$ cat config.mk
export PLATFORM = sky130hd
export DESIGN_NAME = ps2_keyboard_rx
export DESIGN_NICKNAME = d
export VERILOG_FILES = /design/src/rtl/ps2_pkg.sv /design/src/rtl/ps2_frame_rx.sv /design/src/rtl/ps2_keyboard_rx.sv
export SDC_FILE = /design/constraint.sdc
export NUM_CORES = 1
export LEC_CHECK = 0
export ABC_AREA = 1
export BUFFER_PORTS_ARGS = -buffer_cell sky130_fd_sc_hd__buf_2
export CORE_AREA = 2 2 83 85
export CTS_BUF_LIST = sky130_fd_sc_hd__clkbuf_8 sky130_fd_sc_hd__clkbuf_16
export CTS_CLUSTER_DIAMETER = 80
export DETAILED_ROUTE_END_ITERATION = 8
export DIE_AREA = 0 0 85 87
export MAX_ROUTING_LAYER = met4
export PLACE_DENSITY_LB_ADDON = 0.3
export SKIP_CTS_REPAIR_TIMING = 1
export SLEW_MARGIN = 20
export SYNTH_ARGS = -nofsm -noshare
export SYNTH_HDL_FRONTEND = slang
export SYNTH_SLANG_ARGS = --single-unit
export TNS_END_PERCENT = 1
$ cat constraint.sdc
create_clock -name clk -period 4.3 [get_ports clk]
set_input_delay 0.215 -clock clk [delete_from_list [all_inputs] [get_ports clk]]
set_output_delay 0.215 -clock clk [all_outputs]
set_load 0.02 [all_outputs]
$ cat src/rtl/ps2_pkg.sv
// Shared PS/2 constants and the frame receiver state encoding.
package ps2_pkg;

  // Scan-code prefixes
  localparam logic [7:0] PS2_PREFIX_EXT = 8'hE0;
  localparam logic [7:0] PS2_PREFIX_BRK = 8'hF0;

  // Arrow keys that drive the box-resize logic
  localparam logic [7:0] KEY_UP    = 8'h75;
  localparam logic [7:0] KEY_DOWN  = 8'h72;
  localparam logic [7:0] KEY_LEFT  = 8'h6B;
  localparam logic [7:0] KEY_RIGHT = 8'h74;

  // Frame FSM state encoding
  typedef enum logic [1:0] {
    StIdle   = 2'd0,
    StData   = 2'd1,
    StParity = 2'd2,
    StStop   = 2'd3
  } ps2_state_e;

endpackage

$ cat src/rtl/ps2_frame_rx.sv
// PS/2 frame receiver: input synchronizer, clock glitch filter, 11-bit frame FSM
// and inactivity timeout. Emits one byte_valid_o or one frame_err_o per frame.
module ps2_frame_rx
  import ps2_pkg::*;
#(
  parameter int unsigned FILTER_LEN     = 8,
  parameter int unsigned TIMEOUT_CYCLES = 25000
) (
  input  logic       clk_i,
  input  logic       reset_i,
  input  logic       ps2_clk_i,
  input  logic       ps2_data_i,
  output logic [7:0] byte_o,
  output logic       byte_valid_o,
  output logic       frame_err_o
);

  localparam int unsigned TmoW = (TIMEOUT_CYCLES > 2) ? $clog2(TIMEOUT_CYCLES) : 1;
  localparam logic [TmoW-1:0] TmoLast = TmoW'(TIMEOUT_CYCLES - 1);

  logic [1:0]            clk_sync_q;
  logic [1:0]            data_sync_q;
  logic [FILTER_LEN-1:0] filt_sh_q;
  logic                  filt_q;
  logic                  fall;
  logic                  data_s;

  ps2_state_e            state_q, state_d;
  logic [2:0]            bitcnt_q, bitcnt_d;
  logic [7:0]            byte_q, byte_d;
  logic                  par_q, par_d;
  logic [TmoW-1:0]       tmo_q, tmo_d;
  logic                  byte_valid_q, byte_valid_d;
  logic                  frame_err_q, frame_err_d;

  // Synchronize both lines and debounce the keyboard clock
  always_ff @(posedge clk_i) begin
    if (reset_i) begin
      clk_sync_q  <= '1;
      data_sync_q <= '1;
      filt_sh_q   <= '1;
      filt_q      <= 1'b1;
    end else begin
      clk_sync_q  <= {clk_sync_q[0], ps2_clk_i};
      data_sync_q <= {data_sync_q[0], ps2_data_i};
      filt_sh_q   <= {filt_sh_q[FILTER_LEN-2:0], clk_sync_q[1]};
      if (&filt_sh_q) begin
        filt_q <= 1'b1;
      end else if (~|filt_sh_q) begin
        filt_q <= 1'b0;
      end
    end
  end

  // Falling edge of the filtered clock: high for the single cycle before filt_q drops
  assign fall   = filt_q & ~|filt_sh_q;
  assign data_s = data_sync_q[1];

  // Frame state and strobe registers
  always_ff @(posedge clk_i) begin
    if (reset_i) begin
      state_q      <= StIdle;
      bitcnt_q     <= '0;
      byte_q       <= '0;
      par_q        <= 1'b0;
      tmo_q        <= '0;
      byte_valid_q <= 1'b0;
      frame_err_q  <= 1'b0;
    end else begin
      state_q      <= state_d;
      bitcnt_q     <= bitcnt_d;
      byte_q       <= byte_d;
      par_q        <= par_d;
      tmo_q        <= tmo_d;
      byte_valid_q <= byte_valid_d;
      frame_err_q  <= frame_err_d;
    end
  end

  // Frame FSM next state, advanced only on filtered falling edges or timeout
  always_comb begin
    state_d      = state_q;
    bitcnt_d     = bitcnt_q;
    byte_d       = byte_q;
    par_d        = par_q;
    tmo_d        = tmo_q + TmoW'(1);
    byte_valid_d = 1'b0;
    frame_err_d  = 1'b0;

    if (fall || state_q == StIdle) begin
      tmo_d = '0;
    end

    if (fall) begin
      unique case (state_q)
        StIdle: begin
          if (!data_s) begin
            state_d  = StData;
            bitcnt_d = '0;
          end
        end
        StData: begin
          byte_d[bitcnt_q] = data_s;
          if (bitcnt_q == 3'd7) begin
            state_d = StParity;
          end else begin
            bitcnt_d = bitcnt_q + 3'd1;
          end
        end
        StParity: begin
          par_d   = data_s;
          state_d = StStop;
        end
        StStop: begin
          state_d = StIdle;
          // Odd parity over data+parity and a high stop bit make a good frame
          if (data_s && (^{byte_q, par_q})) begin
            byte_valid_d = 1'b1;
          end else begin
            frame_err_d = 1'b1;
          end
        end
        default: state_d = StIdle;
      endcase
    end else if (state_q != StIdle && tmo_q == TmoLast) begin
      state_d     = StIdle;
      frame_err_d = 1'b1;
      tmo_d       = '0;
    end
  end

  assign byte_o       = byte_q;
  assign byte_valid_o = byte_valid_q;
  assign frame_err_o  = frame_err_q;

endmodule

$ cat src/rtl/ps2_keyboard_rx.sv
// PS/2 keyboard receiver: strips E0/F0 prefixes and strobes flagkey once per make code.
module ps2_keyboard_rx
  import ps2_pkg::*;
#(
  parameter int unsigned FILTER_LEN     = 8,
  parameter int unsigned TIMEOUT_CYCLES = 25000
) (
  input  logic       clk,
  input  logic       reset,
  input  logic       ps2_clk,
  input  logic       ps2_data,
  output logic [7:0] scancode,
  output logic       flagkey,
  output logic       extended,
  output logic       frame_err
);

  logic [7:0] rx_byte;
  logic       rx_valid;
  logic       rx_err;

  logic       ext_q, ext_d;
  logic       brk_q, brk_d;
  logic [7:0] scancode_q, scancode_d;
  logic       extended_q, extended_d;
  logic       flagkey_q, flagkey_d;
  logic       frame_err_q, frame_err_d;

  ps2_frame_rx #(
    .FILTER_LEN     (FILTER_LEN),
    .TIMEOUT_CYCLES (TIMEOUT_CYCLES)
  ) u_frame_rx (
    .clk_i        (clk),
    .reset_i      (reset),
    .ps2_clk_i    (ps2_clk),
    .ps2_data_i   (ps2_data),
    .byte_o       (rx_byte),
    .byte_valid_o (rx_valid),
    .frame_err_o  (rx_err)
  );

  // Prefix flags and output registers
  always_ff @(posedge clk) begin
    if (reset) begin
      ext_q       <= 1'b0;
      brk_q       <= 1'b0;
      scancode_q  <= '0;
      extended_q  <= 1'b0;
      flagkey_q   <= 1'b0;
      frame_err_q <= 1'b0;
    end else begin
      ext_q       <= ext_d;
      brk_q       <= brk_d;
      scancode_q  <= scancode_d;
      extended_q  <= extended_d;
      flagkey_q   <= flagkey_d;
      frame_err_q <= frame_err_d;
    end
  end

  // Prefix decode; frame_err is re-registered so both strobes share the same latency
  always_comb begin
    ext_d       = ext_q;
    brk_d       = brk_q;
    scancode_d  = scancode_q;
    extended_d  = extended_q;
    flagkey_d   = 1'b0;
    frame_err_d = rx_err;

    if (rx_err) begin
      ext_d = 1'b0;
      brk_d = 1'b0;
    end else if (rx_valid) begin
      if (rx_byte == PS2_PREFIX_EXT) begin
        ext_d = 1'b1;
      end else if (rx_byte == PS2_PREFIX_BRK) begin
        brk_d = 1'b1;
      end else if (brk_q) begin
        // Release code: swallow it so a key-up never looks like a press
        ext_d = 1'b0;
        brk_d = 1'b0;
      end else begin
        scancode_d = rx_byte;
        extended_d = ext_q;
        flagkey_d  = 1'b1;
        ext_d      = 1'b0;
      end
    end
  end

  assign scancode  = scancode_q;
  assign flagkey   = flagkey_q;
  assign extended  = extended_q;
  assign frame_err = frame_err_q;

endmodule
### Word level (Yosys, flattened, before mapping)

Cells that the tools add are included.

* output and inout bits: 11
* flip-flop bits (word level): 57

* reductions and logical operators: 23
* multiplexer cells: 23
* equality and inequality tests: 12
* $add $sub $neg: 2
* magnitude comparators: 2
* bitwise operators: 8

Operators by type and width (number)
* $mux W15: 3
* $eq A8 B8 Y1 const B: 2
* $add A15 B1 Y15 const B: 1
* $eq A15 B15 Y1 const B: 1
* $mux W1: 10
* $reduce_xor A9 Y1: 1
* $bwmux W8: 1
* $mux W2: 4
* $pmux W2 S4: 1
* $reduce_and A2 Y1: 4
* $reduce_and A8 Y1: 1
* $reduce_or A8 Y1: 1
* $not A1 Y1: 7
* $mux W3: 2
* $ne A2 B2 Y1 const B: 3
* $ne A3 B3 Y1 const B: 2
* $pmux W3 S2: 1
* $reduce_bool A2 Y1: 3
* $reduce_and A5 Y1: 1
* $reduce_or A5 Y1: 1
* $eq A2 B2 Y1 const B: 2
* $lt A3 B4 Y1 const B: 1
* $reduce_and A4 Y1: 1
* $reduce_or A2 Y1: 2
* 12 further kinds: 14

### Depth between registers and ports, before layout

* word-level depth: 7
* depth in mapped cells: 13

### Hierarchy

Synthesis repeated with hierarchy kept, for this count alone.

* cells, all modules: 420
* area, all modules: 2939.1 µm²

By module, submodules not included
* ps2_frame_rx: area each 2212.1 µm², times used 1, cells each 310
* ps2_keyboard_rx: area each 726.9 µm², times used 1, cells each 110

### Worst setup path after synthesis

OpenSTA, ideal clock, no wires.

* path kind: register to register
* start: reg u_frame_rx.state_q[0]
* end: reg u_frame_rx.tmo_q[12]
* setup slack: 2.879 ns
* period minus slack after synthesis: 1.421 ns
* required time: 4.178 ns
* cell stages (with the launch flop): 10
* arrival time: 1.299 ns
* cells stage by stage: dfxtp_1 > inv_1 > ha_1 > inv_1 > nand4_1 > nor2_1 > nand2_1 > nand4_1 > buf_2 > nor3b_2

* longest elaborated chain between the ends: 5

RTL lines
* from (decl): RTL line ps2_frame_rx.sv:28 `ps2_state_e state_q, state_d;`
* from (signal assigned): RTL line ps2_frame_rx.sv:62 `state_q <= StIdle;`
* from (signal assigned): RTL line ps2_frame_rx.sv:70 `state_q <= state_d;`
* $logic_not A2 Y1: RTL line ps2_frame_rx.sv:90 `if (fall || state_q == StIdle) begin`
* $logic_or A1 B1 Y1: RTL line ps2_frame_rx.sv:90
* $mux W15: RTL line ps2_frame_rx.sv:90
* $mux W15: RTL line ps2_frame_rx.sv:125 `end else if (state_q != StIdle && tmo_q == TmoLast) begin`
* $mux W15 *: RTL line ps2_frame_rx.sv:94 `if (fall) begin`
* to (signal assigned): RTL line ps2_frame_rx.sv:74 `tmo_q <= tmo_d;`
* to (decl): RTL line ps2_frame_rx.sv:32 `logic [TmoW-1:0] tmo_q, tmo_d;`

Mark *: on every way between the ends. The rest lies on a longest branch, timed or not.
A chain may end at the register's enable or synchronous reset.

### Worst setup path in the final report

* start: reg u_frame_rx.tmo_q[0]
* end: reg u_frame_rx.tmo_q[11]

* longest elaborated chain between the ends: 4

RTL lines (RTL line)
* $add A15 B1 Y15 or $eq A15 B15 Y1 (tied branches): ps2_frame_rx.sv:86, ps2_frame_rx.sv:125
* $mux W15 or $logic_and A1 B1 Y1 (tied branches): ps2_frame_rx.sv:90, ps2_frame_rx.sv:125
* $mux W15: ps2_frame_rx.sv:125
* $mux W15 *: ps2_frame_rx.sv:94

Marks and branches as above.

==> metrics.yaml <==
status: "completed"
syn_inst: 346
synth_edf_count: 0
grt_overflow: 0
globalplace.congestion: 0.844
maxCapViolations: 0
yosysSeqAreaShare_pct: 45.0
crit_type: "flip-flop to flip-flop"
avgSynthCellArea_um2: 7.33
hold_violations: 0
synthSimpleGateAreaFrac_pct: 29.6
yosys_warnings: 0
htreeDepth: 3
tightest_slew_ns: 0.676
io_pins: 15
syn2layout_area_growth_pct: 14.2
synth-compound-area-share_pct: 10.4
yosysTopAreaCell: "dfxtp_1"
arrival_ns: 2.21
power_leakage_uw: 0.00129
antenna_cells: 0
utilization_pct: 44.1
drtAntennaViolNets: 0
slew-limit-headroom_pct: 54.9
drt_wl_total_um: 4670
viasPerCell: 4.63
synth_top_family_by_area: "simple AND/OR/NAND/NOR gates"
cts_tree: "yes"
ir_drop_uv: 187
synth_nets: 357
wl_per_cell_um: 10.4
crit_fanout: 12
multi_input_area_um2: 1140
synth_fa_ha_area_share_pct: 3.45
required_ns: 4.56
numClockSinks: 57
cts.root.buffer_cell: "clkbuf_8"
async_flop_share_pct: 0
fp.dieArea_um2: 7400
die_h_um: 87
yosys.area_share.xor_xnor_pct: 1.73
first_pass_iters: 4
clk_pin_slew_worst_paths_ns: 0.06
fin_crit_sh_pct: 45.4
grt_pass1_wl_um: 8230
synth_cell_type_count: 28
dieWidth_um: 85
cp-start-kind: "flip-flop"
drive_above_1_share_pct: 13.8
drc: 0
netlist.area_leader.share_pct: 45.0
fin_nets: 376
dp_hpwl_um: 3400
period_needed_ns: 1.95
design.core.area_um2: 6570
drt_iter0_markers: 88
ys_ff_latch: 57
seq_area_um2: 1140
skew_ns: 0.0108
synth.top_cells.by_count: "70 x nand2_1, 57 x dfxtp_1, 56 x inv_1, 37 x nor2_1, 26 x a21oi_1"
first_global_vias: 1918
antenna_found_initial: 0
drv_slew: 0
cts_buffer_depth: 2
vias: 2082
cts_buffers: 9
syn_area_um2: 2540
yosysMostFrequentCell: "nand2_1"
start_util_pct: 38.6
io_buffers: 14
fillCellCount: 667
hp-class: "primary input to flip-flop"
synth_ff_type: "dfxtp_1"
insertion_delay_ns: 0.34
setup_viol_count_final: 0
p_per_area_nw_per_um2: 369
rsz0062_at_grt: "false"
grt_max_degree: 27
groute.usage.overall_pct: 14.4
max_freq_ghz: 0.513
setup_tns_ns: 0
synthTopCellsByArea: "dfxtp_1 45%, nand2_1 10%, inv_1 8.3%"
num_rows: 30
crit_path_end_kind: "flip-flop"
synth_mux_area_share_pct: 0
==> report_power, final <==
part           internal, µW  switching, µW  total [µW]  leakage, µW
clock network           314            209         522     0.000105
logic                  4.32           9.05        13.4     0.000727
registers               530           1.66         532     0.000460
==> cell type report <==
type	instances	share of cell area (%)
multi-input cells	223	39.5
repair buffers	14	2.42
inverters	60	7.82
well taps	80	3.46
clock buffers	12	5.70
flip-flops and latches	57	39.4
clock inverters	4	1.73
==> cell usage in the layout (no fill, tap or decap), types with 2 or more instances in the layout <==
master / n
clkinv_2: 2
nand3_1: 17
nor3b_1: 2
inv_2: 3
clkinvlp_4: 2
nor3_4: 2
or2_2: 6
dfxtp_1: 57
buf_2: 14
o211ai_1: 2
inv_1: 56
nor2_2: 2
ha_1: 7
nor2_1: 37
xor2_1: 3
nand3_2: 2
o21ai_0: 21
clkbuf_8: 12
a21oi_1: 26
nand4_1: 8
nor3_1: 8
xnor2_1: 2
nand2_1: 70
nand2_2: 3
==> per-stage QoR <==
stage / hold WS (ns) / total power, µW / worst slack, ns / instance area (µm²) / cells
after detailed placement: 0.393 / 557 / 2.13 / 2680 / 434
final: 0.0595 / 1070 / 2.35 / 2900 / 450
after CTS: 0.0417 / 1080 / 2.32 / 2900 / 450
after floorplan: 0.319 / 553 / 2.88 / 2540 / 346
after global placement: 0.393 / 557 / 2.20 / 2680 / 434
after global routing: 0.0511 / 1110 / 2.08 / 2900 / 450
==> state kept, by name (all words and copies together) (netlist names) <==
| register | flops |
|---|---|
| brk_q | 1 |
| ext_q | 1 |
| extended | 1 |
| flagkey | 1 |
| frame_err | 1 |
| scancode | 8 |
| u_frame_rx.bitcnt_q | 3 |
| u_frame_rx.byte_o | 8 |
| u_frame_rx.byte_valid_o | 1 |
| u_frame_rx.clk_sync_q | 2 |
| u_frame_rx.data_sync_q | 2 |
| u_frame_rx.filt_q | 1 |
| u_frame_rx.filt_sh_q | 8 |
| u_frame_rx.frame_err_o | 1 |
| u_frame_rx.par_q | 1 |
| u_frame_rx.state_q | 2 |
| u_frame_rx.tmo_q | 15 |
==> worst max-delay path, stage by stage (launching register included) <==
cell,delay (ns)
dfxtp_1,0.32
ha_1,0.21
nand2_1,0.11
inv_1,0.07
nand2_1,0.08
nor2_1,0.05
nand2_1,0.08
nand4_1,0.45
inv_1,0.27
o21ai_0,0.12
a21oi_1,0.11
==> layer usage <==
layer	track usage (%)	wire length [µm]	share of wire [%]	vias to the layer above
met4	7.50	104	2.2	0
li1	-	-	-	1131
met3	4.27	173	3.7	11
met2	21.8	2030	43	32
met1	17.3	2370	51	908
met5	-	0	0	-
==> cell families (layout without fill, tap and decap cells) <==
group	after synthesis	in the layout
AOI/OAI and AO/OA	51	51
DFF	57	57
xor gates and xnor gates	5	5
buffers and inverters	66	90
and+or+nand+nor	160	160
adders and majority gates	7	7
==> path summary, 6_finish.rpt <==
| path | startpoint | end | slack, ns | cells after the start |
|---|---|---|---|---|
| max | u_frame_rx.tmo_q[0]$_SDFF_PP0_ | u_frame_rx.tmo_q[11]$_SDFF_PP0_ | 2.35 | 10 |
| max reg2reg | u_frame_rx.tmo_q[0]$_SDFF_PP0_ | u_frame_rx.tmo_q[11]$_SDFF_PP0_ | 2.35 | 10 |
| min reg2reg | u_frame_rx.data_sync_q[0]$_SDFF_PP1_ | u_frame_rx.data_sync_q[1]$_SDFF_PP1_ | 0.41 | 1 |
| min | ps2_data | u_frame_rx.data_sync_q[0]$_SDFF_PP1_ | 0.06 | 2 |
(Power assumes the default switching activity.)
